### config.mk
export PLATFORM = sky130hd
export DESIGN_NAME = up_counter_ctrl
export DESIGN_NICKNAME = d
export VERILOG_FILES = /design/src/rtl/up_counter_ctrl_pkg.sv /design/src/rtl/up_counter_ctrl_counter.sv /design/src/rtl/up_counter_ctrl.sv
export SDC_FILE = /design/constraint.sdc
export NUM_CORES = 1
export LEC_CHECK = 0
export ABC_AREA = 1
export BUFFER_PORTS_ARGS = -buffer_cell sky130_fd_sc_hd__clkbuf_2
export CAP_MARGIN = 0
export CORE_AREA = 2 2 39 41
export DETAILED_ROUTE_END_ITERATION = 8
export DIE_AREA = 0 0 41 43
export PLACE_DENSITY = 0.68
export SLEW_MARGIN = 0
export SYNTH_ARGS = -nofsm -noshare
export SYNTH_HDL_FRONTEND = slang
export SYNTH_HIERARCHICAL = 1
export SYNTH_SLANG_ARGS = --single-unit
### constraint.sdc
create_clock -name clk -period 1.9 [get_ports clk]
set_clock_uncertainty 0.15 [all_clocks]
set_input_delay 0.095 -clock clk [delete_from_list [all_inputs] [get_ports clk]]
set_output_delay 0.095 -clock clk [all_outputs]
set_load 0.005 [all_outputs]
### src/rtl/up_counter_ctrl_pkg.sv
// Shared types and state encodings for the up_counter_ctrl sequencer.
package up_counter_ctrl_pkg;

  localparam logic [1:0] ST_IDLE  = 2'd0;
  localparam logic [1:0] ST_RUN   = 2'd1;
  localparam logic [1:0] ST_PAUSE = 2'd2;
  localparam logic [1:0] ST_DONE  = 2'd3;

  typedef enum logic [1:0] {
    IDLE  = ST_IDLE,
    RUN   = ST_RUN,
    PAUSE = ST_PAUSE,
    DONE  = ST_DONE
  } ctrl_state_e;

endpackage

### src/rtl/up_counter_ctrl_counter.sv
// Modulo-N up-counter datapath: synchronous clear wins over enable, wraps at MOD_VALUE-1.
module mod_up_counter #(
  parameter  int MOD_VALUE = 8,
  localparam int CW        = $clog2(MOD_VALUE)
) (
  input  logic          clk,
  input  logic          rst,
  input  logic          clr,
  input  logic          en,
  output logic [CW-1:0] count
);

  localparam logic [CW-1:0] LAST = CW'(MOD_VALUE - 1);

  logic [CW-1:0] count_d, count_q;

  always_comb begin
    count_d = count_q;
    if (clr)     count_d = '0;
    else if (en) count_d = (count_q == LAST) ? '0 : count_q + 1'b1;
  end

  always_ff @(posedge clk) begin
    if (rst) count_q <= '0;
    else     count_q <= count_d;
  end

  assign count = count_q;

endmodule

### src/rtl/up_counter_ctrl.sv
// Start/pause/stop sequencer around mod_up_counter, one-shot or periodic.
// Optional step prescaler compiled in with UP_COUNTER_CTRL_PRESCALE_EN.
//
// state | meaning
// IDLE  | stopped, count held at 0
// RUN   | counting toward captured terminal count
// PAUSE | count frozen until pause drops
// DONE  | one-shot finished, count held at term_q
module up_counter_ctrl
  import up_counter_ctrl_pkg::*;
#(
  parameter  int MOD_VALUE = 8,
  parameter  int PRESCALE  = 4,
  localparam int CW        = $clog2(MOD_VALUE)
) (
  input  logic          clk,
  input  logic          rst,
  input  logic          start,
  input  logic          stop,
  input  logic          pause,
  input  logic          periodic,
  input  logic [CW-1:0] term,
  output logic [CW-1:0] count,
  output logic          tick,
  output logic          done,
  output logic          busy,
  output logic [1:0]    state
);

  localparam logic [CW-1:0] TERM_MAX = CW'(MOD_VALUE - 1);
  localparam logic [CW:0]   MOD_EXT  = (CW+1)'(MOD_VALUE);

  ctrl_state_e   state_d, state_q;
  logic [CW-1:0] term_d, term_q, term_sat, count_w;
  logic          periodic_d, periodic_q;
  logic          capture, step, tick_w, presc_hit, cnt_clr, cnt_en;

  // Only reachable for non power-of-two moduli.
  assign term_sat = ({1'b0, term} >= MOD_EXT) ? TERM_MAX : term;
  assign capture  = start & ~stop & ((state_q == IDLE) | (state_q == DONE));
  assign step     = (state_q == RUN) & ~pause & ~stop & presc_hit;
  assign tick_w   = step & (count_w == term_q);

`ifdef UP_COUNTER_CTRL_PRESCALE_EN
  localparam int              PW         = (PRESCALE > 1) ? $clog2(PRESCALE) : 1;
  localparam logic [PW-1:0]   PRESC_LAST = PW'(PRESCALE - 1);

  logic [PW-1:0] presc_d, presc_q;

  assign presc_hit = (presc_q == PRESC_LAST);

  always_comb begin
    presc_d = presc_q;
    if (stop || capture || tick_w)        presc_d = '0;
    else if (state_q == RUN && !pause)    presc_d = presc_hit ? '0 : presc_q + 1'b1;
  end

  always_ff @(posedge clk) begin
    if (rst) presc_q <= '0;
    else     presc_q <= presc_d;
  end
`else
  assign presc_hit = 1'b1;
`endif

  always_ff @(posedge clk) begin
    if (rst) state_q <= IDLE;
    else     state_q <= state_d;
  end

  always_comb begin
    state_d = state_q;
    if (stop) begin
      state_d = IDLE;
    end else begin
      unique case (state_q)
        IDLE:    if (start) state_d = RUN;
        RUN: begin
          if (pause)                     state_d = PAUSE;
          else if (tick_w && !periodic_q) state_d = DONE;
        end
        PAUSE:   if (!pause) state_d = RUN;
        DONE:    if (start)  state_d = RUN;
        default: state_d = IDLE;
      endcase
    end
  end

  always_comb begin
    done  = (state_q == DONE);
    busy  = (state_q == RUN) || (state_q == PAUSE);
    tick  = tick_w;
    state = state_q;
  end

  always_comb begin
    term_d     = term_q;
    periodic_d = periodic_q;
    if (capture) begin
      term_d     = term_sat;
      periodic_d = periodic;
    end
  end

  always_ff @(posedge clk) begin
    if (rst) begin
      term_q     <= TERM_MAX;
      periodic_q <= 1'b0;
    end else begin
      term_q     <= term_d;
      periodic_q <= periodic_d;
    end
  end

  // One-shot terminal step must not increment: count holds term_q in DONE.
  assign cnt_clr = stop | capture | (tick_w & periodic_q);
  assign cnt_en  = step & ~tick_w;

  mod_up_counter #(.MOD_VALUE(MOD_VALUE)) u_counter (
    .clk   (clk),
    .rst   (rst),
    .clr   (cnt_clr),
    .en    (cnt_en),
    .count (count_w)
  );

  assign count = count_w;

endmodule

==> impl_metrics.yaml <==
run_status:
  status: "finished, final reports clean"
critical_path:
  path_cells: "inv_1, ha_1, inv_1, nor3_2, inv_1, nor2_1, clkbuf_2"
  crit_family: "buffers and inverters"
  critical_path_buf_inv_count: 4
  worst-endpoint-required_ns: 1.65
  crit_slowest_cell: "dfxtp_2"
  critPathArrivalTime_ns: 1.44
  crit_fanout: 5
  crit_path_frequent_cell: "inv_1"
  criticalPathCategory: "flip-flop to output port"
  critPathMaxStageDelay_ns: 0.34
  cp-end-kind: "output port"
  start_kind: "flip-flop"
logic_synthesis:
  avgSynthCellArea_um2: 7.24
  synth_most_common_cell: "nand2_1"
  yosysWarnings: 6
  synth_top_cells_by_area: "dfxtp_1 32%, ha_1 13%, nand2_1 12%, inv_1 9.8%, a21oi_1 6.1%"
  postSynth.asyncResetShare_pct: 0
  netlist_area_um2: 572
  synth_commonest_cells: "19 x nand2_1, 15 x inv_1, 9 x dfxtp_1"
  synth_edf_count: 0
  syn_nets: 94
  synth_area_leader_cell: "dfxtp_1"
  synthFlopType: "dfxtp_1"
  seq_area_frac_synth_pct: 31.5
  synth_cell_types: 18
  yosys_register_bits: 9
  yosysTopAreaCellShare_pct: 31.5
  netlist_instances: 79
routing:
  post_drt_via_cell_ratio: 4.65
  wl_mm: 1.17
  dr.first_iter.drc_count: 4
  wire_per_inst_um: 9.73
  drc: 0
  antenna_left: 0
  drtPass1Iterations: 4
  vias: 558
die:
  core_mm2: 0.00138
  fp.dieArea_mm2: 0.00176
  die_y_um: 43
  start_util_pct: 41.3
  rows: 14
  io_pins: 17
  die_x_um: 41
place:
  pre_cts_slack_ns: 0.151
  post_dp_cell_area_um2: 672
  dp_hpwl_um: 930
  gp_congestion: 0.706
  numPortBuffers: 16
sta:
  setup_viol: 0
  period_minus_slack_ns: 1.68
  report.final.hold_viol_count: 0
  worst_hold_slack_ns: 0.0367
  maxSlewHeadroom_pct: 75.5
  clock.fmax_mhz: 594
  worst_slew_pin_slew_ns: 0.365
  setup_ws_ns: 0.217
  post-route-period-util_pct: 88.6
  final_max_slew_viol_count: 0
global_routing:
  grt_pass1_vias: 510
  grt_pass1_wl_mm: 2.01
  antenna_found_initial: 0
  grt_max_degree: 8
  grt-ovfl-total: 0
  grt_usage_pct: 16.8
power:
  total_power_mw: 0.425
  p_clk_share_pct: 34.9
  p_comb_share_pct: 17.2
  p_int_mw: 0.311
  net-switching-power_mw: 0.114
  power_leakage_nw: 0.369
  powerDensity_mw_per_mm2: 564
  pwr-share-seq_pct: 47.9
  max-vdd-ir-drop_v: 0.000317
  swShare_pct: 26.8
run:
  drv_cap: 0
finish:
  synthToLayoutAreaGrowth_pct: 31.9
  final_area_um2: 754
  diodes: 0
  final_util_pct: 54.5
  finalNetCount: 120
  drive_gt1_share_pct: 28.8
clocking:
  htree_levels: 1
  clkSinkCount: 9
  clock_path_buffers: 2
  cts_tree: "yes"
  cts_made_buffers: 3
  cts_root_buf: "clkbuf_4"
  clk_pin_slew_ns: 0.06
  clock_latency_ns: 0.26
worst_hold_path:
  hp-class: "primary input to flip-flop"
state kept, by name, summed over array words and instances, names as in the netlist:
register,cells
term_q,3
u_counter/count,3
periodic_q,1
state,2
through the flow:
step | cells | setup TNS [ns]
floorplan | 79 | 0
global placement | 111 | 0
detailed placement | 111 | 0
CTS | 120 | 0
global route | 120 | -0.00880
finish | 120 | 0
worst reg2reg max path: cells and delay by family, from the launching register on:
family / cells / cell delay [ns]
and+or+nand+nor: 3 / 0.27
DFF: 1 / 0.36
AOI/OAI and AO/OA: 2 / 0.36
adders and majority gates: 1 / 0.17
buffers and inverters: 4 / 0.31
path summary, 6_finish.rpt:
kind	startpoint	endpoint	slack, ns	cells after the start
setup / recovery	state[1]	tick	0.22	7
hold / removal	stop	state[1]	0.04	4
setup reg to reg	state[1]	u_counter/count[1]	0.22	10
hold reg to reg	term_q[0]	term_q[0]	0.33	2
power groups by stage:
stage,registers (mW),clock network [mW],logic (mW)
after global placement,0.207,0,0.0636
after floorplan,0.206,0,0.0431
after detailed placement,0.208,0,0.0648
after global routing,0.204,0.168,0.0846
after CTS,0.203,0.155,0.0729
final,0.204,0.148,0.0733
repair_timing:
| item | in CTS | in global routing |
|---|---|---|
| hold buffers | 5 | 0 |
| endpoints found under the hold margin | 9 | 0 |
| resized for setup | 0 | 3 |
| setup endpoints to repair | 0 | 4 |
| buffers inserted | 0 | 0 |
cell type report:
cell class | instances | area [um^2]
clock buffers | 4 | 26.3
fillers | 145 | 629
inverters | 17 | 63.8
multi-input cells | 53 | 332
flip-flops and latches | 9 | 183
well taps | 16 | 20.0
repair buffers | 21 | 130
kinds of logic (layout without fill, tap and decap cells):
family	count (synthesis)	in the layout	share of synthesized area [%]
simple gates	34	34	30.2
buf+inv	17	42	11.2
compound gates	12	12	12.5
flops	9	9	31.5
fa+ha+maj	6	6	13.1
xor+xnor	1	1	1.53
cells in the final DEF, fill, tap and decap left out, types with 3 or more instances in the layout:
master / count
clkbuf_4: 3
a21oi_1: 6
ha_1: 6
nand3_1: 4
dfxtp_1: 7
nand2_1: 19
nor2_1: 5
clkbuf_2: 16
dlygate4sd3_1: 5
inv_1: 15
layer usage:
| layer | track usage (%) | vias to the layer above | wire (um) |
|---|---|---|---|
| met5 | 0 | - | 0 |
| met4 | 10.0 | 0 | 0 |
| met3 | 3.14 | 0 | 45 |
| met2 | 26.9 | 11 | 597 |
| met1 | 19.5 | 247 | 525 |
| li1 | - | 300 | - |
No activity file was read; power rests on OpenSTA's default activity.
